--- src/rtl/pcie_csr_resp_pkg.sv ---
// Shared constants and response record for the PCIe feature CSR responder.
// Offsets are relative to the window base inside BAR0.
package pcie_csr_resp_pkg;

  localparam int unsigned CSR_BASE       = 32'h0001_0000;

  localparam int unsigned OFF_DFH        = 32'h00;
  localparam int unsigned OFF_SCRATCHPAD = 32'h08;
  localparam int unsigned OFF_TESTPAD    = 32'h28;
  localparam int unsigned OFF_CAP_STATUS = 32'h30;

  localparam int unsigned CAP_ATS_LSB    = 0;
  localparam int unsigned CAP_VF_ATS_LSB = 8;
  localparam int unsigned CAP_PRS_LSB    = 16;
  localparam int unsigned CAP_PASID_LSB  = 24;
  localparam int unsigned CAP_NPFS_LSB   = 32;
  localparam int unsigned CAP_NLINK_LSB  = 40;

  localparam int unsigned CSR_TAG_W      = 10;

  typedef struct packed {
    logic [63:0]          rdata;
    logic [CSR_TAG_W-1:0] tag;
    logic                 err;
  } t_csr_rsp;

endpackage

--- src/rtl/pcie_csr_rsp_fifo.sv ---
// Two-entry in-order completion buffer; the head entry drives the response port.
module pcie_csr_rsp_fifo
  import pcie_csr_resp_pkg::*;
(
  input  logic     clk,
  input  logic     rst,
  input  logic     push,
  input  t_csr_rsp push_data,
  input  logic     pop,
  output t_csr_rsp head,
  output logic [1:0] count
);

  t_csr_rsp mem [2];
  logic     wr_ptr;
  logic     rd_ptr;

  always_ff @(posedge clk or posedge rst) begin
    if (rst) begin
      mem[0] <= '0;
      mem[1] <= '0;
      wr_ptr <= 1'b0;
      rd_ptr <= 1'b0;
      count  <= 2'd0;
    end else begin
      if (push) begin
        mem[wr_ptr] <= push_data;
        wr_ptr      <= ~wr_ptr;
      end
      if (pop) begin
        rd_ptr <= ~rd_ptr;
      end
      case ({push, pop})
        2'b10:   count <= count + 2'd1;
        2'b01:   count <= count - 2'd1;
        default: count <= count;
      endcase
    end
  end

  assign head = mem[rd_ptr];

endmodule

--- src/rtl/pcie_csr_responder.sv ---
// MMIO responder for the PCIe feature CSR window: decode, register file,
// error counter, and a 2-deep in-order read-completion buffer.
module pcie_csr_responder
  import pcie_csr_resp_pkg::*;
#(
  parameter int unsigned NUM_PFS   = 8,
  parameter int unsigned NUM_LINKS = 1,
  parameter logic [63:0] DFH_VALUE = 64'h0,
  parameter logic [NUM_PFS-1:0] ATS_CAP_EN    = '0,
  parameter logic [NUM_PFS-1:0] VF_ATS_CAP_EN = '0,
  parameter logic [NUM_PFS-1:0] PRS_CAP_EN    = '0,
  parameter logic [NUM_PFS-1:0] PASID_CAP_EN  = '0,
  parameter int unsigned ADDR_W = 20,
  parameter int unsigned TAG_W  = 10
)(
  input  logic              clk,
  input  logic              rst,
  input  logic              req_valid,
  output logic              req_ready,
  input  logic              req_write,
  input  logic [ADDR_W-1:0] req_addr,
  input  logic [63:0]       req_wdata,
  input  logic [7:0]        req_be,
  input  logic [TAG_W-1:0]  req_tag,
  output logic              rsp_valid,
  input  logic              rsp_ready,
  output logic [63:0]       rsp_rdata,
  output logic [TAG_W-1:0]  rsp_tag,
  output logic              rsp_err,
  output logic [15:0]       err_cnt
);

  function automatic logic [15:0] sat_inc16(input logic [15:0] v);
    return (v == 16'hFFFF) ? v : v + 16'd1;
  endfunction

  function automatic logic [63:0] apply_be(input logic [63:0] old_val,
                                           input logic [63:0] new_val,
                                           input logic [7:0]  be);
    logic [63:0] res;
    res = old_val;
    for (int i = 0; i < 8; i++) begin
      if (be[i]) res[8*i +: 8] = new_val[8*i +: 8];
    end
    return res;
  endfunction

  logic [ADDR_W-1:0] offset;
  logic              hit_dfh, hit_scratch, hit_testpad, hit_cap, mapped;
  logic              accept, push, pop;
  logic [63:0]       scratchpad, testpad;
  logic [63:0]       cap_status, rd_data;
  logic [1:0]        fifo_count;
  t_csr_rsp          push_data, head;

  assign offset      = req_addr - ADDR_W'(CSR_BASE);
  // Low address bits are part of the compare, so misaligned accesses miss.
  assign hit_dfh     = (offset == ADDR_W'(OFF_DFH));
  assign hit_scratch = (offset == ADDR_W'(OFF_SCRATCHPAD));
  assign hit_testpad = (offset == ADDR_W'(OFF_TESTPAD));
  assign hit_cap     = (offset == ADDR_W'(OFF_CAP_STATUS));
  assign mapped      = hit_dfh | hit_scratch | hit_testpad | hit_cap;

  assign req_ready = (fifo_count != 2'd2) && !rst;
  assign accept    = req_valid && req_ready;
  assign push      = accept && !req_write;
  assign rsp_valid = (fifo_count != 2'd0);
  assign pop       = rsp_valid && rsp_ready;

  always_comb begin
    cap_status = '0;
    cap_status[CAP_ATS_LSB    +: 8] = 8'(ATS_CAP_EN);
    cap_status[CAP_VF_ATS_LSB +: 8] = 8'(VF_ATS_CAP_EN);
    cap_status[CAP_PRS_LSB    +: 8] = 8'(PRS_CAP_EN);
    cap_status[CAP_PASID_LSB  +: 8] = 8'(PASID_CAP_EN);
    cap_status[CAP_NPFS_LSB   +: 8] = 8'(NUM_PFS);
    cap_status[CAP_NLINK_LSB  +: 8] = 8'(NUM_LINKS);
  end

  always_comb begin
    rd_data = '0;
    if (hit_dfh)     rd_data = DFH_VALUE;
    if (hit_scratch) rd_data = scratchpad;
    if (hit_testpad) rd_data = testpad;
    if (hit_cap)     rd_data = cap_status;
  end

  always_ff @(posedge clk or posedge rst) begin
    if (rst) begin
      scratchpad <= '0;
      testpad    <= '0;
      err_cnt    <= '0;
    end else if (accept) begin
      if (!mapped) begin
        err_cnt <= sat_inc16(err_cnt);
      end else if (req_write) begin
        if (hit_scratch) scratchpad <= apply_be(scratchpad, req_wdata, req_be);
        if (hit_testpad) testpad    <= apply_be(testpad, req_wdata, req_be);
      end
    end
  end

  // Read data is captured at the accept edge and queued with its tag.
  assign push_data.rdata = rd_data;
  assign push_data.tag   = CSR_TAG_W'(req_tag);
  assign push_data.err   = !mapped;

  pcie_csr_rsp_fifo u_rsp_fifo (
    .clk       (clk),
    .rst       (rst),
    .push      (push),
    .push_data (push_data),
    .pop       (pop),
    .head      (head),
    .count     (fifo_count)
  );

  assign rsp_rdata = head.rdata;
  assign rsp_tag   = TAG_W'(head.tag);
  assign rsp_err   = head.err;

endmodule
--- config.mk ---
export PLATFORM = sky130hd
export DESIGN_NAME = pcie_csr_responder
export DESIGN_NICKNAME = d
export VERILOG_FILES = /design/src/rtl/pcie_csr_resp_pkg.sv /design/src/rtl/pcie_csr_rsp_fifo.sv /design/src/rtl/pcie_csr_responder.sv
export SDC_FILE = /design/constraint.sdc
export NUM_CORES = 1
export LEC_CHECK = 0
export CORE_AREA = 3 3 154 156
export CTS_CLUSTER_DIAMETER = 150
export DETAILED_ROUTE_END_ITERATION = 8
export DIE_AREA = 0 0 157 159
export MAX_ROUTING_LAYER = met4
export PLACE_DENSITY = 0.88
export SYNTH_ARGS = -nofsm -noshare
export SYNTH_HDL_FRONTEND = slang
export SYNTH_SLANG_ARGS = --single-unit
--- constraint.sdc ---
create_clock -name clk -period 37.7 [get_ports clk]
set_clock_uncertainty 0.1 [all_clocks]
set_input_delay 11.31 -clock clk [delete_from_list [all_inputs] [get_ports clk]]
set_output_delay 11.31 -clock clk [all_outputs]
set_load 0.01 [all_outputs]
==> impl_metrics.py, run 1 <==
metrics = {
    "worst_setup_path": {
        "path_buf_inv": 3,
        "crit_path_start_kind": "primary input",
        "critPathMaxStageDelay_ps": 700,
        "r2r_cells": 5,
        "crit_arrival_ps": 13290,
        "cp-end-kind": "output port",
        "crit_required_ps": 26290,
        "cp_max_fo": 143,
        "r2r_slack_ps": 34770,
        "r2r-start": "u_rsp_fifo.count[0]$_DFFE_PP0P_",
        "crit_path_start": "rst",
        "crit_family": "buffers and inverters",
        "crit_chain": "clkdlybuf4s50_1 -> inv_8 -> and2_1 -> clkdlybuf4s50_1",
        "critical_path.slowest_cell": "inv_8",
        "cp.depth": 4,
        "crit_top_cell": "clkdlybuf4s50_1",
        "crit_type": "primary input to output port",
        "reg2reg_to": "u_rsp_fifo.mem[10]$_DFFE_PP0P_",
        "critPathCapture": "req_ready",
    },
    "cells_and_area": {
        "area_growth_syn_to_layout_pct": 24.77,
        "layout.cells.non_filler": 1555,
        "drive_gt1_frac": 0.2874,
        "nets": 1358,
        "n_antenna_cell": 0,
    },
    "timing": {
        "finalSetupViolCount": 0,
        "relSlewSlack": 0.2254,
        "fmax_mhz": 40.48,
        "worst_slew_pin_slew_ps": 1162,
        "period_needed_ps": 24700,
        "finalMaxSlewViolations": 0,
        "hold_slack_ps": 369.3,
        "min_period_over_period": 0.6553,
        "finalSetupTns_ps": 0,
        "grt_setup_unrepaired": "false",
        "hold_viol": 0,
    },
    "power": {
        "p_leak_nw": 7.580,
        "powerDensity_nw_per_um2": 47.89,
        "vdd_drop_max_v": 0.00004116,
    },
    "global_routing": {
        "grt_usage": 0.2488,
        "grt_pass1_wl_um": 49300,
        "antenna_found_initial": 0,
        "grt_pass1_vias": 9718,
        "gr-total-overflow": 0,
        "grt_max_degree": 144,
    },
    "clocking": {
        "cts-root-buf": "clkbuf_16",
        "clock_path_buffers": 3,
        "h-tree-depth": 1,
        "clk_latency_ps": 540,
        "cts-buffers-inserted": 31,
        "cts_sinks": 298,
        "clk_pin_slew_worst_paths_ps": 60,
        "postCtsResizedCells": 0,
        "post_cts_buffers": 0,
        "tritoncts": "built",
        "hold_buffers": 0,
    },
    "placed_design": {
        "place_congestion": 0.8066,
        "post-place-cells": 1501,
        "dp_hpwl_um": 18930,
        "portBuffers": 199,
    },
    "worst_hold_path": {
        "hold_class": "flop to flop",
    },
    "synthesis": {
        "synth.net_count": 1174,
        "yosysTopAreaCell": "dfrtp_1",
        "synth_area_um2": 13050,
        "synth-seq-area-share": 0.5715,
        "syn_inst": 1065,
        "synth_top_cell_area_share": 0.5715,
        "ys_types": 40,
        "ys_warn_count": 0,
        "synth_area_leaders": "dfrtp_1 57%, mux2_2 24%, nand2_1 5.7%, o21ai_0 4.8%, clkbuf_1 1.3%",
        "ys_ff_latch": 298,
        "avgSynthCellArea_um2": 12.25,
    },
    "route": {
        "drtPass1Iterations": 4,
        "drc_errors": 0,
        "wl_um": 30300,
        "route.vias.total": 8799,
        "vias_per_cell": 5.659,
        "drt_iter0_markers": 554,
        "avgRoutedWirePerCell_um": 19.49,
        "antenna_left": 0,
    },
    "floorplan": {
        "core_area_um2": 22500,
        "placementRows": 55,
        "start_util": 0.5798,
        "floorplan.die.width_um": 157,
        "die_h_um": 159,
        "ioPinCount": 200,
        "dieArea_um2": 24960,
    },
    "run_status": {
        "status": "finished clean",
    },
    "run": {
        "max-cap-violations": 0,
    },
}
## cells in the final DEF, fill, tap and decap left out, drive strengths merged, types with 2 or more instances in the layout
| master | instances |
|---|---|
| dfrtp | 298 |
| mux2 | 292 |
| nand2 | 214 |
| clkdlybuf4s50 | 198 |
| o21ai | 126 |
| clkbuf | 51 |
| xor2 | 11 |
| xnor2 | 9 |
| nor2 | 8 |
| buf | 7 |
| nor4 | 6 |
| nor3 | 4 |
| nand4 | 4 |
| and3 | 4 |
| and2 | 4 |
| nand3 | 4 |
| nor4b | 4 |
| nand4b | 3 |
| inv | 3 |
| a21oi | 2 |
| or2 | 2 |
| ha | 2 |
| bufinv | 2 |
| nand2b | 2 |
## worst min-delay path by stage
| stage | endpoint | startpoint | depth (start not counted) |
|---|---|---|---|
| after floorplan | u_rsp_fifo.mem[0]$_DFFE_PP0P_ | u_rsp_fifo.mem[0]$_DFFE_PP0P_ | 2 |
| after global placement | u_rsp_fifo.mem[16]$_DFFE_PP0P_ | u_rsp_fifo.mem[16]$_DFFE_PP0P_ | 2 |
| after detailed placement | u_rsp_fifo.mem[66]$_DFFE_PP0P_ | u_rsp_fifo.mem[66]$_DFFE_PP0P_ | 2 |
| after CTS | u_rsp_fifo.mem[75]$_DFFE_PP0P_ | u_rsp_fifo.mem[75]$_DFFE_PP0P_ | 2 |
| after global routing | u_rsp_fifo.mem[63]$_DFFE_PP0P_ | u_rsp_fifo.mem[63]$_DFFE_PP0P_ | 2 |
| final | u_rsp_fifo.mem[0]$_DFFE_PP0P_ | u_rsp_fifo.mem[0]$_DFFE_PP0P_ | 2 |
## cell usage after synthesis
master / instances
dfrtp_1: 298
mux2_2: 282
nand2_1: 198
o21ai_0: 126
clkbuf_1: 45
nand2_2: 16
xor2_1: 11
mux2_1: 10
xnor2_1: 9
nor2_1: 8
buf_1: 6
and3_1: 4
nand4_1: 4
nor3_1: 4
nor4_1: 4
and2_1: 3
buf_2: 3
nand3_1: 3
nand4b_1: 3
nor4b_1: 3
a21oi_1: 2
ha_1: 2
inv_1: 2
nor4_4: 2
or2_2: 2
and2_2: 1
and2b_2: 1
and4b_1: 1
nand2b_1: 1
nand2b_2: 1
nand3_4: 1
nand3b_1: 1
nor2b_1: 1
nor4b_2: 1
nor4bb_1: 1
or2b_1: 1
or3_1: 1
or3b_1: 1
or4_1: 1
or4b_2: 1
## stage by stage
step	total power [W]	util	setup WS (ps)	instance area, um^2
finish	0.0007797	0.7234	13000	16280
global route	0.0008100	0.7234	12800	16280
CTS	0.0007867	0.7234	12890	16280
detailed placement	0.0004824	0.6777	12910	15250
global placement	0.0004786	0.6777	12930	15250
floorplan	0.0004267	-	8094	13050
## layer usage
| metal | up-vias | routed length (um) | global-route usage |
|---|---|---|---|
| met5 | - | 0 | - |
| met1 | 4461 | 12680 | 0.3213 |
| met3 | 36 | 1794 | 0.05273 |
| li1 | 4069 | - | - |
| met2 | 233 | 15330 | 0.4075 |
| met4 | 0 | 499 | 0.05611 |
## where the power goes
group / switching [W] / leakage (nW) / internal, W / total [W]
sequential: 0.0000288 / 4.11 / 0.000337 / 0.000365
combinational: 0.0000438 / 2.97 / 0.0000665 / 0.000110
clock: 0.000118 / 0.505 / 0.000185 / 0.000304
total: 0.000191 / 7.58 / 0.000589 / 0.000780
## tightest hold or removal path: cells and delay by family (launching register included)
family	cells	cell delay, ps
AND/OR/NAND/NOR	1	40
AO/OA/AOI/OAI	1	60
flip-flops	1	330
## kinds of logic (layout without fill, tap and decap cells)
logic type	after synthesis	in the layout	synth area share
buf+inv	56	261	0.01640
xor+xnor	20	20	0.01343
flops	298	298	0.5715
simple gates	269	269	0.09561
fa+ha+maj	2	2	0.001918
mux	292	292	0.2520
compound gates	128	128	0.04910
## final cells by class
cell class | instances | area [um^2]
well taps | 285 | 356.6
clock buffers | 51 | 960.9
flip-flops and latches | 298 | 7461
clock inverters | 3 | 68.82
repair buffers | 205 | 2032
fillers | 1519 | 6223
inverters | 2 | 15.01
multi-input cells | 711 | 5385
## sequential cells by signal, indices dropped and copies added (netlist names)
| name | flops |
|---|---|
| err_cnt | 16 |
| testpad | 64 |
| scratchpad | 64 |
| u_rsp_fifo.mem | 150 |
| u_rsp_fifo.rd_ptr | 1 |
| u_rsp_fifo.count | 2 |
| u_rsp_fifo.wr_ptr | 1 |
Power figures use the tool's default switching activity.
==> inputs of run 2 (changes only) <==
--- a/config.mk
+++ b/config.mk
@@ -5,12 +5,12 @@
 export SDC_FILE = /design/constraint.sdc
 export NUM_CORES = 1
 export LEC_CHECK = 0
-export CORE_AREA = 3 3 154 156
+export CORE_AREA = 3 3 160 162
 export CTS_CLUSTER_DIAMETER = 150
 export DETAILED_ROUTE_END_ITERATION = 8
-export DIE_AREA = 0 0 157 159
+export DIE_AREA = 0 0 163 165
 export MAX_ROUTING_LAYER = met4
-export PLACE_DENSITY = 0.88
+export PLACE_DENSITY = 0.83
 export SYNTH_ARGS = -nofsm -noshare
 export SYNTH_HDL_FRONTEND = slang
 export SYNTH_SLANG_ARGS = --single-unit
==> constraint.sdc (replaced) <==
create_clock -name clk -period 24.7 [get_ports clk]
set_clock_uncertainty 0.1 [all_clocks]
set_input_delay 7.41 -clock clk [delete_from_list [all_inputs] [get_ports clk]]
set_output_delay 7.41 -clock clk [all_outputs]
set_load 0.01 [all_outputs]
==> run 2 against run 1 <==
Sequential share of layout area down 0.32 points. Clock power up 58%. Core utilization shrank 4.7 points. Critical path depth unchanged. Critical path type unchanged. Critical endpoint unchanged.
==> impl_metrics.py, run 2 (synthesis gave the netlist of run 1 again) <==
metrics = {
    "worst_setup_path": {
        "crit_required_ps": 17190,
        "r2r-start": "u_rsp_fifo.count[0]$_DFFE_PP0P_",
        "crit_type": "primary input to output port",
        "cp_max_fo": 97,
        "reg2reg_to": "u_rsp_fifo.mem[7]$_DFFE_PP0P_",
        "r2r_slack_ps": 21810,
        "cp-end-kind": "output port",
        "crit_chain": "clkdlybuf4s50_1 -> inv_8 -> and2_1 -> clkdlybuf4s50_1",
        "crit_top_cell": "clkdlybuf4s50_1",
        "r2r_cells": 5,
        "crit_arrival_ps": 9240,
        "crit_path_start_kind": "primary input",
        "critPathMaxStageDelay_ps": 550,
        "critical_path.slowest_cell": "clkdlybuf4s50_1",
    },
    "clocking": {
        "hold_buffers": 0,
        "cts-buffers-inserted": 31,
        "clk_latency_ps": 560,
        "clock_path_buffers": 3,
        "post_cts_buffers": 0,
        "h-tree-depth": 1,
        "cts-root-buf": "clkbuf_16",
        "cts_sinks": 298,
        "tritoncts": "built",
        "postCtsResizedCells": 0,
        "clk_pin_slew_worst_paths_ps": 60,
    },
    "timing": {
        "worst_slew_pin_slew_ps": 1177,
        "relSlewSlack": 0.2096,
        "finalMaxSlewViolations": 0,
        "hold_viol": 0,
        "grt_setup_unrepaired": "false",
        "hold_slack_ps": 371.8,
        "finalSetupTns_ps": 0,
        "min_period_over_period": 0.6782,
        "period_needed_ps": 16750,
        "finalSetupViolCount": 0,
        "fmax_mhz": 59.70,
    },
    "route": {
        "drc_errors": 0,
        "wl_um": 28730,
        "drt_iter0_markers": 525,
        "antenna_left": 0,
        "route.vias.total": 8631,
        "avgRoutedWirePerCell_um": 17.95,
        "drtPass1Iterations": 4,
        "vias_per_cell": 5.391,
    },
    "run_status": {
        "status": "finished clean",
    },
    "power": {
        "p_leak_nw": 7.613,
        "total_power_w": 0.001208,
        "powerDensity_nw_per_um2": 73.66,
        "vdd_drop_max_v": 0.00004619,
    },
    "cells_and_area": {
        "largest_register": "u_rsp_fifo.mem",
        "area_growth_syn_to_layout_pct": 25.65,
        "drive_gt1_frac": 0.2931,
        "final-seq-area_um2": 7461,
        "multiInputGateArea_um2": 5385,
        "fin_util": 0.6761,
        "largest_reg_flops": 150,
        "final_common_cell": "dfrtp_1",
        "layout.cells.non_filler": 1601,
        "reg_top3": "u_rsp_fifo.mem x150, scratchpad x64, testpad x64",
        "n_fill_cell": 1790,
        "nets": 1360,
        "final_cell_mix": "297 x dfrtp_1, 282 x mux2_2, 198 x nand2_1, 198 x clkdlybuf4s50_1, 126 x o21ai_0",
    },
    "placed_design": {
        "place_congestion": 0.8001,
        "dp_hpwl_um": 18420,
        "post-place-cells": 1542,
        "portBuffers": 199,
    },
    "worst_hold_path": {
        "worstHoldPathCells": 2,
        "worstHoldStart": "u_rsp_fifo.mem[110]$_DFFE_PP0P_",
        "hold_class": "flop to flop",
        "hold_end": "u_rsp_fifo.mem[110]$_DFFE_PP0P_",
    },
    "floorplan": {
        "dieArea_um2": 26900,
        "ioPinCount": 200,
        "floorplan.die.width_um": 163,
        "die_h_um": 165,
        "placementRows": 57,
        "start_util": 0.5381,
        "core_area_um2": 24250,
    },
    "global_routing": {
        "gr-total-overflow": 0,
        "antenna_found_initial": 1,
        "grt_pass1_wl_um": 47510,
        "grt_usage": 0.2258,
        "grt_pass1_vias": 9270,
        "grt_max_degree": 98,
    },
    "run": {
        "max-cap-violations": 0,
    },
}
run 2: cell types whose count changed in the layout (fill, tap and decap cells not counted):
cell and change:
clkinv_4 +1, clkbuf_1 -3, clkinv_2 +4, clkinvlp_4 +2
clkbuf_8 -1, diode_2 +1, bufinv_16 +1, buf_4 +2
run 2: layout make-up:
type	instances	area share
inverter	2	0.0009158
clock inverter	11	0.008700
tap	324	0.02473
timing repair buffer	207	0.1249
multi-input combinational	711	0.3285
antenna	1	0.0001526
sequential	298	0.4551
clock buffer	47	0.05709
run 2: per-layer routing:
metal / vias to the layer above / routed length (um) / GRT usage
met5: - / 0 / -
met4: 0 / 756 / 0.06574
met3: 54 / 1300 / 0.03461
met2: 203 / 13750 / 0.3655
met1: 4292 / 12920 / 0.2994
li1: 4082 / - / -
run 2: worst max-delay path, delay by kind of cell:
family | cells | cell delay (ps)
buffers and inverters | 3 | 1540
AND/OR/NAND/NOR | 1 | 250
run 2: stage by stage:
stage / instance area [um^2] / setup WS [ps]
final: 16390 / 7948
after detailed placement: 15310 / 7925
after global placement: 15310 / 7958
after global routing: 16390 / 7813
after floorplan: 13050 / 2894
after CTS: 16390 / 7916
run 2: worst max-delay path by stage:
stage | cells past startpoint | from | end | slack, ps
finish | 4 | rst | req_ready | 7950
detailed placement | 4 | rst | req_ready | 7930
CTS | 4 | rst | req_ready | 7920
global placement | 4 | rst | req_ready | 7960
global route | 4 | rst | req_ready | 7810
floorplan | 2 | rst | req_ready | 2890
run 2: power by group:
| group | leakage [nW] | internal, W | switching (W) |
|---|---|---|---|
| clock network | 0.528 | 0.000292 | 0.000189 |
| logic | 2.98 | 0.000102 | 0.0000810 |
| registers | 4.11 | 0.000514 | 0.0000302 |
| total | 7.61 | 0.000908 | 0.000300 |
